**src/rtl/muxn_scan_if.sv**
```systemverilog
// rtl/muxn_scan_if.sv - channel words, select/scan controls and tagged output of muxn_scan
interface muxn_scan_if #(
  parameter int WIDTH    = 4,
  parameter int CHANNELS = 4,
  parameter int SELW     = 2
);
  logic [CHANNELS*WIDTH-1:0] data_in;
  logic [SELW-1:0]           sel;
  logic                      load;
  logic                      mode;
  logic [CHANNELS-1:0]       mask;
  logic [WIDTH-1:0]          m;
  logic [SELW-1:0]           ch;
  logic                      valid;
  logic                      step;
  logic                      err;

  modport master (
    output data_in, sel, load, mode, mask,
    input  m, ch, valid, step, err
  );

  modport slave (
    input  data_in, sel, load, mode, mask,
    output m, ch, valid, step, err
  );
endinterface

```
**src/rtl/muxn_scan.sv**
```systemverilog
// rtl/muxn_scan.sv - registered N-channel mux with manual select and masked round-robin scan
module muxn_scan #(
  parameter int WIDTH    = 4,
  parameter int CHANNELS = 4,
  parameter int SELW     = 2,
  parameter int DWELL    = 8
) (
  input  logic       clk,
  input  logic       reset,
  muxn_scan_if.slave bus
);
  localparam int              CW     = (DWELL > 1) ? $clog2(DWELL) : 1;
  localparam int              SW1    = SELW + 1;
  localparam logic [CW-1:0]   LAST   = CW'(DWELL - 1);
  localparam logic [SELW:0]   CH_LIM = SW1'(CHANNELS);

  typedef enum logic {MANUAL = 1'b0, SCAN = 1'b1} state_t;

  state_t          state_q, state_d;
  logic [SELW-1:0] cur_ch, cur_d, nxt_ch;
  logic [CW-1:0]   cnt, cnt_d;
  logic            step_d, err_d, sel_bad, found;
  logic [SELW:0]   cand;
  logic [WIDTH-1:0] words [CHANNELS];

  always_comb begin
    for (int k = 0; k < CHANNELS; k++) begin
      words[k] = bus.data_in[k*WIDTH +: WIDTH];
    end
  end

  // First enabled channel after cur_ch, wrapping; lands back on cur_ch if it is the only one.
  always_comb begin
    nxt_ch = cur_ch;
    found  = 1'b0;
    cand   = '0;
    for (int i = 1; i <= CHANNELS; i++) begin
      cand = {1'b0, cur_ch} + SW1'(i);
      if (cand >= CH_LIM) cand = cand - CH_LIM;
      if (!found && bus.mask[cand[SELW-1:0]]) begin
        nxt_ch = cand[SELW-1:0];
        found  = 1'b1;
      end
    end
  end

  always_comb begin
    state_d = bus.mode ? SCAN : MANUAL;
    cur_d   = cur_ch;
    cnt_d   = cnt;
    step_d  = 1'b0;
    err_d   = 1'b0;
    sel_bad = {1'b0, bus.sel} >= CH_LIM;
    if (!bus.mode) begin
      cnt_d = '0;
      if (bus.load) begin
        if (sel_bad) err_d = 1'b1;
        else         cur_d = bus.sel;
      end
    end else if (bus.load && !sel_bad) begin
      cur_d = bus.sel;
      cnt_d = '0;
    end else begin
      if (bus.load) err_d = 1'b1;
      // Entering scan restarts the dwell so the first advance is a full period away.
      if (state_q == MANUAL || bus.mask == '0) begin
        cnt_d = '0;
      end else if (cnt == LAST) begin
        cnt_d  = '0;
        cur_d  = nxt_ch;
        step_d = 1'b1;
      end else begin
        cnt_d = cnt + CW'(1);
      end
    end
  end

  always_ff @(posedge clk) begin
    if (reset) begin
      state_q   <= MANUAL;
      cur_ch    <= '0;
      cnt       <= '0;
      bus.m     <= '0;
      bus.ch    <= '0;
      bus.valid <= 1'b0;
      bus.step  <= 1'b0;
      bus.err   <= 1'b0;
    end else begin
      state_q   <= state_d;
      cur_ch    <= cur_d;
      cnt       <= cnt_d;
      bus.m     <= words[cur_ch];
      bus.ch    <= cur_ch;
      bus.valid <= !bus.mode || (bus.mask != '0);
      bus.step  <= step_d;
      bus.err   <= err_d;
    end
  end
endmodule

```
**src/flat_wrapper.sv**
```systemverilog
// flat-port wrapper written by rule: the top's interface ports become plain ports
module muxn_scan_flat 
#(
  parameter int WIDTH    = 4,
  parameter int CHANNELS = 4,
  parameter int SELW     = 2,
  parameter int DWELL    = 8
)
  (clk, reset, bus_data_in, bus_sel, bus_load, bus_mode, bus_mask, bus_m, bus_ch, bus_valid, bus_step, bus_err);
  muxn_scan_if #(.WIDTH(WIDTH), .CHANNELS(CHANNELS), .SELW(SELW)) bus_i ();
  input  logic clk;
  input  logic reset;
  input wire logic [$bits(bus_i.data_in)-1:0] bus_data_in;
  input wire logic [$bits(bus_i.sel)-1:0] bus_sel;
  input wire logic [$bits(bus_i.load)-1:0] bus_load;
  input wire logic [$bits(bus_i.mode)-1:0] bus_mode;
  input wire logic [$bits(bus_i.mask)-1:0] bus_mask;
  output wire logic [$bits(bus_i.m)-1:0] bus_m;
  output wire logic [$bits(bus_i.ch)-1:0] bus_ch;
  output wire logic [$bits(bus_i.valid)-1:0] bus_valid;
  output wire logic [$bits(bus_i.step)-1:0] bus_step;
  output wire logic [$bits(bus_i.err)-1:0] bus_err;
  assign bus_i.data_in = bus_data_in;
  assign bus_i.sel = bus_sel;
  assign bus_i.load = bus_load;
  assign bus_i.mode = bus_mode;
  assign bus_i.mask = bus_mask;
  assign bus_m = bus_i.m;
  assign bus_ch = bus_i.ch;
  assign bus_valid = bus_i.valid;
  assign bus_step = bus_i.step;
  assign bus_err = bus_i.err;
  muxn_scan #(.WIDTH(WIDTH), .CHANNELS(CHANNELS), .SELW(SELW), .DWELL(DWELL)) u_core (.clk(clk), .reset(reset), .bus(bus_i));
endmodule
```
**config.mk**
```make
export PLATFORM = sky130hd
export DESIGN_NAME = muxn_scan_flat
export DESIGN_NICKNAME = d
export VERILOG_FILES = /design/src/rtl/muxn_scan_if.sv /design/src/rtl/muxn_scan.sv /design/src/flat_wrapper.sv
export SDC_FILE = /design/constraint.sdc
export NUM_CORES = 1
export LEC_CHECK = 0
export CAP_MARGIN = 20
export CORE_MARGIN = 1
export CORE_UTILIZATION = 35
export CTS_BUF_LIST = sky130_fd_sc_hd__clkbuf_8
export CTS_CLUSTER_DIAMETER = 100
export DETAILED_ROUTE_END_ITERATION = 8
export PLACE_DENSITY = 0.72
export SYNTH_ARGS = -nofsm -noshare
export SYNTH_HDL_FRONTEND = slang
export SYNTH_SLANG_ARGS = --single-unit
export TNS_END_PERCENT = 1
```
**constraint.sdc**
```tcl
create_clock -name clk -period 1.45 [get_ports clk]
set_clock_uncertainty 0.1 [all_clocks]
set_input_delay 0.29 -clock clk [delete_from_list [all_inputs] [get_ports clk]]
set_output_delay 0.29 -clock clk [all_outputs]
set_load 0.01 [all_outputs]
```
* Yosys cells after proc, flatten, opt, wreduce, memory -nomap -nowiden
Cells that the tools add are included.
** Storage, ports and cells
- Input bits :: 26
- Output and inout bits :: 9
- Flip-flop bits (word level) :: 14
** Operators by class
- Muxes and demuxes :: 29
- Magnitude comparators :: 9
- Bitwise logic cells :: 3
- Reduce and logical (&&, ||, !) cells :: 17
- Equality and inequality tests :: 2
- Add/subtract/negate cells :: 9
** Operator list (count)
- 2-bit two-way mux :: 13
- 3-bit greater-or-equal comparator, second input constant :: 5
- 2-bit by 3-bit < comparator with 1-bit output, second input constant :: 4
- 1-bit two-way mux :: 9
- 1-bit binary-select mux with 2-bit select :: 4
- 4-bit binary-select mux with 2-bit select :: 1
- 4-bit two-way mux :: 2
- 2-bit by 1-bit subtractor with 2-bit output, second input constant :: 4
- 2-bit by 2-bit adder with 3-bit output, second input constant :: 2
- 5-bit nonzero test :: 1
- 5-bit OR reduction :: 1
- 1-bit zero test :: 4
- 4-bit zero test :: 1
- 4-bit AND reduction :: 1
- 2-bit nonzero test :: 2
- 4-bit nonzero test :: 1
- 4-bit OR reduction :: 1
- 2-bit by 1-bit adder with 3-bit output, second input constant :: 1
- 2-bit by 3-bit adder with 3-bit output, second input constant :: 1
- 3-bit by 1-bit adder with 3-bit output, second input constant :: 1
- 3-bit equality test, second input constant :: 1
- 1-bit logical AND :: 3
- 2-bit inverter with 3-bit output :: 1
- 1-bit logical OR :: 2
- 2 further kinds :: 3

* Longest topological paths before layout
Gate-level depths: netlist of the first run.
- Depth in word-level cells :: 19
- Depth in mapped cells :: 7

* Worst setup path after synthesis of the first run
OpenSTA, ideal clock, no wires.
- Path kind :: flip-flop to flip-flop
- From :: register u_core.cur_ch[1]
- To :: register u_core.cur_ch[0]
- Path buffers :: 0
- Stages on the path, launching flop included :: 6
- Setup slack :: -86 ps
- Setup time :: 116 ps
- Data arrival time :: 1321 ps
- Path through :: dfxtp_1 nand2b_1 or4_4 a31oi_4 a211oi_1 a31o_1
** Between the ends
- Cells in the longest elaborated chain, start to end :: 19
- Elaborated cells between the ends (all ways) :: 43
- Classes of those cells :: add/sub: 8; order compare: 4; mux: 23; reduce/logical: 8
** Ends and longest elaborated chain
- start: declaration :: line muxn_scan.sv:20 : logic [SELW-1:0] cur_ch, cur_d, nxt_ch;
- start signal: assignment :: line muxn_scan.sv:90 : cur_ch <= cur_d;
- 2-bit by 1-bit adder with 3-bit output :: line muxn_scan.sv:38 : cand = {1'b0, cur_ch} + SW1'(i);
- 3-bit greater-or-equal comparator / 2-bit by 1-bit subtractor with 2-bit output (equally long branches) :: line muxn_scan.sv:39 : if (cand >= CH_LIM) cand = cand - CH_LIM;
- 2-bit two-way mux :: line muxn_scan.sv:39
- 1-bit binary-select mux with 2-bit select :: line muxn_scan.sv:40 : if (!found && bus.mask[cand[SELW-1:0]]) begin
- 1-bit two-way mux (not written as such) :: line muxn_scan.sv:40
- 1-bit two-way mux :: line muxn_scan.sv:40
- 1-bit zero test :: line muxn_scan.sv:40
- 1-bit logical AND :: line muxn_scan.sv:40
- [3 not listed]
- 1-bit two-way mux :: line muxn_scan.sv:40
- 1-bit zero test :: line muxn_scan.sv:40
- 1-bit logical AND :: line muxn_scan.sv:40
- 2-bit two-way mux :: line muxn_scan.sv:40
- 2-bit two-way mux :: line muxn_scan.sv:68 : end else if (cnt == LAST) begin
- 2-bit two-way mux :: line muxn_scan.sv:66 : if (state_q == MANUAL || bus.mask == '0) begin
- 2-bit two-way mux :: line muxn_scan.sv:60 : end else if (bus.load && !sel_bad) begin
- 2-bit two-way mux :: line muxn_scan.sv:54 : if (!bus.mode) begin
Parallel ways exist; a longest one is shown, timed or not. The select of a mux whose other input is x is not followed.
A chain may end at the register's enable or synchronous reset.

* Worst setup path in the final report of the first run
- From :: register u_core.cur_ch[1]
- To :: register u_core.cur_ch[1]
Same word-level chain as after synthesis.

==> key figures, run 1 <==
Outcome
  • Status: finished with violations
  • Failing checks: negative setup slack

Final layout
  • Layout cell share with drive strength beyond 1: 28.8%
  • Antenna diodes: 0
  • Non-Filler Instances: 159
  • Fillers: 164
  • NumNets Final: 161
  • Area growth, synth to finish: 73.9%

Global routing
  • Initial antenna violation count: 0
  • GRT Residual Overflow: 0
  • Largest net degree at the start of global routing: 10
  • First-pass GRT wire length: 3170 um
  • GRT Total Usage: 17.6%
  • Vias in the first global route: 706

Die
  • Die area: 2370 sq um
  • Die Height: 48.7 um
  • Core Region: 2000 sq um
  • Die X: 48.7 um
  • Initial cell density of the core: 38.1%
  • I/O Pins: 35
  • Cell Rows: 16

Routing
  • Routed WL: 1870 um
  • DRC Markers: 0
  • Wire length on met2: 912 um
  • Iteration-0 DRC Markers: 10
  • Met3 Routed Length: 83 um
  • Top sig layer: met4
  • Routed Antenna Nets: 0
  • Via count: 765
  • DR pass1 iterations: 4
  • WL per Instance: 11.8 um
  • DR vias/cell: 4.81
  • Met1 wire length: 855 um

STA
  • Final Hold Viols: 0
  • Final WS setup: -0.136 ns
  • Setup Viol. Count Final: 2
  • Worst Hold Slack: 0.297 ns
  • Crit path time final: 1.59 ns
  • Fin crit share: 109%
  • Fmax: 631 MHz
  • Final Max Tran Viols: 0
  • RSZ-0062 raised after global routing: true

Setup path
  • Crit path max-delay cell type: or4_4
  • Critical Path Max Stage Delay: 0.45 ns
  • Cell breakdown of the critical path: nand2b_1, or4_4, a31oi_4, buf_4, nand2_1, o31ai_2
  • Crit end category: flip-flop
  • Startpoint Class: flip-flop
  • Crit Path Max Fanout: 9
  • Req. time, crit path: 1.49 ns
  • R2r worst-path depth: 6
  • Crit Path Class: reg -> reg
  • Crit path DAT: 1.62 ns

Logic synthesis
  • Simple-gate share of the synthesized area: 25.5%
  • Sequential area share after synthesis: 36.8%
  • Post-synth top area share: 36.8%
  • Synth top cells by count: 14 x dfxtp_1, 8 x nor2_1, 6 x inv_1
  • Mapped Area: 762 sq um
  • Top FF cell, synth: dfxtp_1
  • Top cells by area, synth: dfxtp_1 37%, mux4_2 12%, and2_1 4.1%
  • Post-synthesis compound-gate area fraction: 15.1%
  • Synth cell types: 35
  • Adder-cell share of the synthesized area: 3.28%
  • Main combinational cell family by area after synthesis: simple AND/OR/NAND/NOR gates
  • Number of synthesized flops with an enable pin: 0
  • Synth area leader: dfxtp_1
  • Asr flop ratio synth: 0%
  • Cell count after synthesis: 80
  • Mapped Nets: 108
  • Yosys warnings: 0
  • Mux contribution to synthesized area: 13.1%
  • Post-synthesis xor/xnor area fraction: 0%
  • Most frequent cell after synthesis: dfxtp_1
  • #FFs+latches synth: 14
  • Avg Synthesized Cell Area: 9.52 sq um

Clocking
  • Worst-Skew Late Latency: 0.23 ns
  • CTS root buf: clkbuf_8
  • CTS Buf Count: 3
  • CTS tree: yes
  • H-Tree Depth: 1
  • Post-CTS Hold Fix Bufs: 0
  • Clock Path Buffers: 2
  • Clock transition at path regs: 0.05 ns
  • Clk sinks: 14

Power and ir drop
  • P per Cell Area: 766 nW/um^2
  • Leakage: 0.000588 uW
  • Worst vdd ir: 487 uV
  • Total power: 1010 uW

Placement
  • Pre-CTS setup slack: -0.594 ns
  • GP Congestion: 0.744
  • Placed insts: 153
  • Post-DP HPWL: 1450 um
  • Port Buffer Count: 33

Run
  • Maxcap violations: 0

Hold path
  • Worst hold path type: reg -> reg
  • Hold Path Cell Cnt: 1
-- path summary, 6_finish.rpt --
| check | from | to | slack (ns) |
|---|---|---|---|
| worst min register to register | u_core.cnt[0] | u_core.cnt[0] | 0.30 |
| worst min-delay path | u_core.cnt[0] | u_core.cnt[0] | 0.30 |
| worst max register to register | u_core.cur_ch[1] | u_core.cur_ch[1] | -0.14 |
| worst max-delay path | u_core.cur_ch[1] | u_core.cur_ch[1] | -0.14 |
-- cell usage in the layout, fill, tap and decap left out, types with 2 or more instances in the layout --
cell / count
clkdlybuf4s50_1: 21
clkbuf_8: 4
nand2_1: 4
and2_1: 5
nor3_1: 2
a21oi_1: 3
mux4_2: 4
inv_1: 6
nand2b_1: 3
nor2_1: 7
buf_4: 18
dfxtp_1: 11
dfxtp_2: 2
nor2b_1: 4
dlymetal6s2s_1: 2
dlygate4sd2_1: 10
-- worst max-delay path: cells and delay by family, from the launching register on --
kind | cells | cell delay, ns
buf+inv | 1 | 0.13
flops | 1 | 0.37
compound gates | 2 | 0.22
simple gates | 3 | 0.66
-- registers in the layout, indices dropped and copies added (netlist names) --
register          cells
u_core.cnt            3
u_core.cur_ch         2
u_core.bus.step       1
u_core.bus.ch         2
u_core.state_q        1
u_core.bus.valid      1
u_core.bus.m          4
-- area by class of cell --
cell class / instances / area (sq um) / area share (%)
inverter: 6 / 22.5 / 1.70
timing repair buffer: 52 / 469 / 35.4
sequential: 14 / 287 / 21.6
multi-input combinational: 56 / 458 / 34.6
tap: 27 / 33.8 / 2.55
clock buffer: 4 / 55.1 / 4.15
-- what timing repair did --
item / CTS / global route
buffers inserted: 1 / 1
resized for setup: 17 / 5
pin swaps: 3 / 3
endpoints found under the setup margin: 15 / 10
cloned: 0 / 0
-- where the power goes --
| part | switching, uW | internal, uW | total (uW) |
|---|---|---|---|
| Combinational | 87.6 | 152 | 239 |
| Sequential | 11.7 | 405 | 416 |
| Clock | 119 | 240 | 359 |
-- layer usage --
layer / vias up / track usage, %
li1: 391 / -
met1: 351 / 22.2
met2: 21 / 29.2
met3: 2 / 3.14
met4: 0 / 7.35
met5: - / 0
-- cell families after synthesis --
logic type | after synthesis
mux | 5
compound gates | 14
fa+ha+maj | 2
flops | 14
buf+inv | 10
other cells | 1
simple gates | 34
-- through the flow --
| stage | util, % | setup TNS [ns] | cell area, sq um |
|---|---|---|---|
| 2_1_floorplan | - | -0.161 | 762 |
| 3_3_place_gp | 61.6 | -2.52 | 1230 |
| 3_5_place_dp | 61.6 | -2.68 | 1230 |
| 4_1_cts | 65.2 | -0.279 | 1310 |
| 5_1_grt | 66.2 | -0.624 | 1330 |
| 6_report | 66.2 | -0.271 | 1330 |
Note: power is estimated with default switching activity, not from simulation.
==> run 2: changes to the inputs <==
--- a/config.mk
+++ b/config.mk
@@ -10,3 +10,3 @@
 export CORE_UTILIZATION = 35
-export CTS_BUF_LIST = sky130_fd_sc_hd__clkbuf_8
+export CTS_BUF_LIST = sky130_fd_sc_hd__clkbuf_16
 export CTS_CLUSTER_DIAMETER = 100
--- a/constraint.sdc
+++ b/constraint.sdc
@@ -4,2 +4,2 @@
 set_output_delay 0.29 -clock clk [all_outputs]
-set_load 0.01 [all_outputs]
+set_load 0.02 [all_outputs]
==> run 2 against run 1 <==
- the flow still finishes with violations (negative setup slack)
- routed wire length is 1.6% lower
- maximum frequency about the same
- count of clock-buffer cells in the layout down 1
- critical path depth fell by 1
- sequential share of layout area decreased by 0.094 points
- critical path type unchanged
- largest cell class is now multi-input combinational cells
==> key figures, run 2 (synthesis results as in run 1) <==
Outcome
  • Status: finished with violations
  • Failing checks: negative setup slack

Die
  • Cell Rows: 16 (unchanged)
  • Core Region: 2000 sq um (unchanged)
  • Die X: 48.7 um (unchanged)
  • Die Height: 48.7 um (unchanged)
  • Initial cell density of the core: 38.1% (unchanged)
  • Die area: 2370 sq um (unchanged)
  • I/O Pins: 35 (unchanged)

Clocking
  • Worst-Skew Late Latency: 0.24 ns (about the same)
  • Clk sinks: 14 (unchanged)
  • CTS root buf: clkbuf_16
  • Clock transition at path regs: 0.04 ns (about the same)
  • Post CTS Setup Buffer Count: 0 (-1)
  • CTS tree: yes
  • CTS Buf Count: 3 (unchanged)
  • H-Tree Depth: 1 (unchanged)
  • Clock Path Buffers: 2 (unchanged)

Run
  • Maxcap violations: 0 (unchanged)

Setup path
  • Startpoint Class: flip-flop
  • Crit Path Class: reg -> reg
  • Req. time, crit path: 1.48 ns (about the same)
  • Critical Path Max Stage Delay: 0.45 ns (about the same)
  • Crit path DAT: 1.61 ns (about the same)
  • Cell breakdown of the critical path: nand2b_1, or4_4, a31oi_4, a211oi_1, a31o_1
  • Crit Path Max Fanout: 9 (unchanged)
  • Crit end category: flip-flop
  • Crit path max-delay cell type: or4_4
  • Cell family with most CP delay: simple AND/OR/NAND/NOR gates
  • WP buf/inv: 0 (-1)

STA
  • Final Max Tran Viols: 0 (unchanged)
  • Crit path time final: 1.59 ns (+0.00120 ns)
  • RSZ-0062 raised after global routing: true
  • Worst Hold Slack: 0.318 ns (+0.0215 ns)
  • Fin crit share: 109% (about the same)
  • Fmax: 630 MHz (about the same)
  • Final Hold Viols: 0 (unchanged)
  • Final WS setup: -0.137 ns (-0.00120 ns)
  • Setup Viol. Count Final: 2 (unchanged)

Power and ir drop
  • Worst vdd ir: 880 uV (+81%)
  • Total power: 1170 uW (+15%)
  • Leakage: 0.000558 uW (-5.1%)
  • P per Cell Area: 882 nW/um^2 (+15%)
  • Logic pwr share: 21.4% (-2.2 points)
  • Clock power share: 42.9% (+7.5 points)
  • Power Internal: 918 uW (+15%)
  • Sequential power share: 35.7% (-5.3 points)
  • Sw power: 250 uW (+14%)
  • Sw Share: 21.4% (-0.15 points)

Routing
  • Routed Antenna Nets: 0 (unchanged)
  • Via count: 747 (-2.4%)
  • Iteration-0 DRC Markers: 24 (+14)
  • DR vias/cell: 4.76 (-1.1%)
  • DRC Markers: 0 (unchanged)
  • WL per Instance: 11.7 um (-0.30%)
  • DR pass1 iterations: 4 (unchanged)
  • Routed WL: 1840 um (-1.6%)

Final layout
  • Final Util: 66.2% (unchanged)
  • Commonest non-fill, non-tap cell in the layout: clkdlybuf4s50_1
  • Non-Filler Instances: 157 (-1.3%)
  • Layout cell share with drive strength beyond 1: 25.4% (-3.4 points)
  • Area growth, synth to finish: 73.9% (unchanged)
  • Max FFs per register: 4 (unchanged)
  • Antenna diodes: 0 (unchanged)
  • Largest reg by FF count: u_core.bus.m
  • Most frequent cells in the layout: 21 x clkdlybuf4s50_1, 17 x buf_4, 12 x dlygate4sd2_1, 12 x dfxtp_1, 7 x nor2_1
  • NumNets Final: 159 (-1.2%)
  • Biggest regs: u_core.bus.m: 4 flops, u_core.cnt: 3 flops

Global routing
  • GRT Total Usage: 17.4% (-0.19 points)
  • Largest net degree at the start of global routing: 10 (unchanged)
  • First-pass GRT wire length: 3170 um (unchanged)
  • Vias in the first global route: 736 (+4.2%)
  • GRT Residual Overflow: 0 (unchanged)
  • Initial antenna violation count: 0 (unchanged)

Hold path
  • Worst hold path type: reg -> reg

Placement
  • Post-DP HPWL: 1450 um (unchanged)
  • GP Congestion: 0.744 (unchanged)
  • Port Buffer Count: 33 (unchanged)
  • Placed insts: 153 (unchanged)
[run 2: cell types whose count changed in the layout (fill, tap and decap cells not counted), sizes merged]
cell          change
buf               -2
clkbuf            -1
clkinv            +1
dlygate4sd2       +2
dlymetal6s2s      -2
[run 2: what timing repair did]
item / in CTS / in global routing
resized for setup: 18 / 2
endpoints found under the setup margin: 17 / 9
hold buffers: 0 / 0
pin swaps: 3 / 1
[run 2: stage by stage]
step	area, sq um	setup WS (ns)	TNS (ns)
floorplan	762	-0.0662	-0.161
global placement	1230	-0.553	-2.52
detailed placement	1230	-0.594	-2.68
CTS	1320	-0.137	-0.328
global route	1330	-0.193	-0.402
finish	1330	-0.137	-0.250
[run 2: routing by layer]
| layer | vias up | track usage [%] | share of wire [%] |
|---|---|---|---|
| met5 | - | 0 | 0 |
| met1 | 338 | 21.3 | 46 |
| met3 | 2 | 3.14 | 3.4 |
| li1 | 388 | - | - |
| met4 | 0 | 7.35 | 1.0 |
| met2 | 19 | 29.6 | 49 |
[run 2: final timing paths]
kind              cells after the start  slack, ns               end             start
setup / recovery                      5      -0.14  u_core.cur_ch[0]  u_core.cur_ch[1]
hold / removal                        1       0.32     u_core.cnt[0]     u_core.cnt[0]
setup reg to reg                      5      -0.14  u_core.cur_ch[0]  u_core.cur_ch[1]
hold reg to reg                       1       0.32     u_core.cnt[0]     u_core.cnt[0]
[run 2: layout make-up]
class	instances	area (sq um)
fillers	162	677
well taps	27	33.8
repair buffers	50	443
inverters	6	22.5
flip-flops and latches	14	285
clock buffers	3	75.1
multi-input cells	56	462
clock inverters	1	3.75
[run 2: power groups by stage]
stage / registers, uW / clock network [uW] / logic, uW
after floorplan: 438 / 0 / 92.5
after global placement: 424 / 0 / 256
after detailed placement: 424 / 0 / 259
after CTS: 417 / 506 / 251
after global routing: 419 / 533 / 270
final: 417 / 502 / 249
==> run 3: changes to the inputs <==
CORE_MARGIN = 8   (was 1)
==> run 3 against run 2 <==
- the flow still finishes with violations (negative setup slack)
- largest cell class unchanged
- clock power is 3% higher
- maximum frequency is 1.3% higher
- largest power group unchanged
- critical path type unchanged
- combinational power is 12% higher
==> key figures, run 3 (synthesis results as in run 1) <==
Power and ir drop
  • Clock power share: 42.6% (-0.3 points)
  • Logic pwr share: 23.0% (+1.6 points)
  • Sw Share: 22.9% (+1.5 points)
  • P per Cell Area: 859 nW/um^2 (-2.6%)
  • Sequential power share: 34.4% (-1.3 points)
  • Leakage: 0.000596 uW (+6.8%)
  • Sw power: 277 uW (+11%)
  • Power Internal: 934 uW (+1.7%)
  • Worst vdd ir: 920 uV (+4.4%)

Setup path
  • Crit path DAT: 1.62 ns (about the same)
  • Critical path launch point: u_core.cur_ch[1]
  • Startpoint Class: flip-flop
  • Req. time, crit path: 1.50 ns (+0.02 ns)
  • FF-to-FF Start: u_core.cur_ch[1]
  • Most frequent CP cell: buf_4
  • Crit path max-delay cell type: dfxtp_4
  • Crit end category: flip-flop
  • Reg2Reg Setup Slack: -0.12 ns (+0.02 ns)
  • R2r worst-path depth: 7 (+2)
  • Cell breakdown of the critical path: buf_4, nor3b_2, a32oi_1, buf_4, a31oi_4, buf_4, o31ai_2
  • Crit Path Class: reg -> reg
  • Crit Path Max Fanout: 4 (-5)
  • Critical Path Max Stage Delay: 0.35 ns (-0.10 ns)
  • Reg-to-Reg End: u_core.cur_ch[1]

Final layout
  • Commonest non-fill, non-tap cell in the layout: buf_4
  • Final Instance Area: 1410 sq um (+6.4%)
  • Biggest regs: u_core.bus.m: 4 flops, u_core.cnt: 3 flops
  • Layout cell share with drive strength beyond 1: 35.0% (+9.7 points)
  • Largest reg by FF count: u_core.bus.m
  • NumNets Final: 166 (+4.4%)
  • Antenna diodes: 0 (unchanged)
  • Area growth, synth to finish: 85.1%
  • Most frequent cells in the layout: 23 x buf_4, 21 x clkdlybuf4s50_1, 11 x dfxtp_1, 10 x dlygate4sd2_1, 7 x nor2_1
  • Fillers: 176 (+8.6%)
  • Max FFs per register: 4 (unchanged)

Global routing
  • GRT Residual Overflow: 0 (unchanged)
  • GRT met1 Usage: 12.3% (-9.0 points)
  • Initial antenna violation count: 0 (unchanged)
  • GRT Total Usage: 11.9% (-5.5 points)
  • Global Route met2 Usage: 22.5% (-7.1 points)
  • Routing usage on met3: 2.51% (-0.64 points)
  • First-pass GRT wire length: 3930 um (+24%)
  • Gr busiest metal: met2
  • Vias in the first global route: 861 (+17%)
  • Largest net degree at the start of global routing: 9 (-1)

STA
  • Final Hold Viols: 0 (unchanged)
  • RSZ-0062 raised after global routing: true
  • Fmax: 638 MHz (+1.3%)
  • Setup Viol. Count Final: 2 (unchanged)
  • Final WS setup: -0.117 ns (+0.0199 ns)
  • Setup TNS: -0.215 ns (+0.0352 ns)
  • Crit path time final: 1.57 ns (-0.0199 ns)
  • Fin crit share: 108% (-1.4 points)
  • Final Max Tran Viols: 0 (unchanged)
  • Worst Hold Slack: 0.384 ns (+0.0658 ns)

Routing
  • Routed WL: 2450 um (+33%)
  • Iteration-0 DRC Markers: 11 (-54%)
  • DR vias/cell: 4.99 (+5.0%)
  • DRC Markers: 0 (unchanged)
  • Via count: 824 (+10%)
  • WL per Instance: 14.9 um (+27%)
  • DR pass1 iterations: 4 (unchanged)
  • Routed Antenna Nets: 0 (unchanged)

Clocking
  • Post-CTS Hold Fix Bufs: 0 (unchanged)
  • Worst-Skew Late Latency: 0.24 ns (about the same)
  • CTS root buf: clkbuf_16
  • H-Tree Depth: 1 (unchanged)
  • Clk sinks: 14 (unchanged)
  • CTS tree: yes
  • CTS Buf Count: 3 (unchanged)
  • Clock Path Buffers: 2 (unchanged)
  • Clock transition at path regs: 0.05 ns (about the same)

Hold path
  • Hold Path Cell Cnt: 2 (+1)
  • Hold_sp: u_core.cnt[0]
  • WHS Endpoint: u_core.cnt[0]
  • Worst hold path type: reg -> reg

Placement
  • Dpl cell area: 1270 sq um (+3.1%)
  • Port Buffer Count: 33 (unchanged)
  • Post-DP HPWL: 1840 um (+27%)
  • GP Congestion: 0.822 (+10%)

Die
  • Initial cell density of the core: 35.8% (-2.2 points)
  • I/O Pins: 35 (unchanged)
  • Core Region: 2130 sq um (+6.2%)
  • Cell Rows: 17 (+1)
  • Die area: 3930 sq um (+66%)
  • Die X: 62.7 um (+29%)
  • Die Height: 62.7 um (+29%)

Outcome
  • Status: finished with violations
  • Failing checks: negative setup slack

Run
  • Maxcap violations: 0 (unchanged)
## run 3: cell types whose count changed in the layout (fill, tap and decap cells not counted), sizes merged
cell,delta
dlygate4sd2,-2
clkbuf,+2
buf,+7
## run 3: per-stage QoR
stage               power (uW)  std cells  setup slack (ns)  util (%)
floorplan                  530         80           -0.0662         -
global placement           687        159            -0.525      59.8
detailed placement         694        159            -0.577      59.8
CTS                       1200        165            -0.104      65.6
global route              1250        165            -0.173      66.3
finish                    1210        165            -0.117      66.3
## run 3: layout make-up
class                           instances  area [sq um]  area share [%]
Multi-Input combinational cell         56           493            35.0
Timing Repair Buffer                   57           492            34.9
Sequential cell                        14           289            20.5
Clock buffer                            3          75.1            5.32
Tap cell                               28          35.0            2.48
Inverter                                6          22.5            1.60
Clock inverter                          1          3.75           0.266
## run 3: worst max-delay path: cells and delay by family, from the launching register on
| family | cells | cell delay (ns) |
|---|---|---|
| compound gates | 3 | 0.46 |
| buf+inv | 3 | 0.43 |
| flops | 1 | 0.35 |
| simple gates | 1 | 0.14 |
## run 3: power by group through the flow
| stage | Combinational [uW] | Clock [uW] | Sequential [uW] |
|---|---|---|---|
| after floorplan | 92.5 | 0 | 438 |
| after global placement | 264 | 0 | 423 |
| after detailed placement | 271 | 0 | 423 |
| after CTS | 273 | 513 | 416 |
| after global routing | 298 | 533 | 418 |
| final | 278 | 516 | 416 |
## run 3: per-layer routing
layer / wire length [um] / vias to the layer above / share of wire, %
met5: 0 / - / 0
met4: 29 / 0 / 1.2
met3: 100 / 4 / 4.1
met2: 1320 / 21 / 54
met1: 1000 / 398 / 41
li1: - / 401 / -
## run 3: worst max-delay path by stage
stage                             to  slack (ns)  depth (start not counted)
floorplan           u_core.cur_ch[0]       -0.07                          5
global placement    u_core.cur_ch[0]       -0.53                          5
detailed placement  u_core.cur_ch[0]       -0.58                          5
CTS                 u_core.cur_ch[1]       -0.10                          7
global route        u_core.cur_ch[1]       -0.17                          7
finish              u_core.cur_ch[1]       -0.12                          7
## run 3: repair_timing
item                                    4_1_cts  5_1_grt
gates resized for setup                      25        8
buffers inserted                              2        0
cloned                                        0        0
endpoints found under the setup margin       17        6
pin swaps                                     3        3
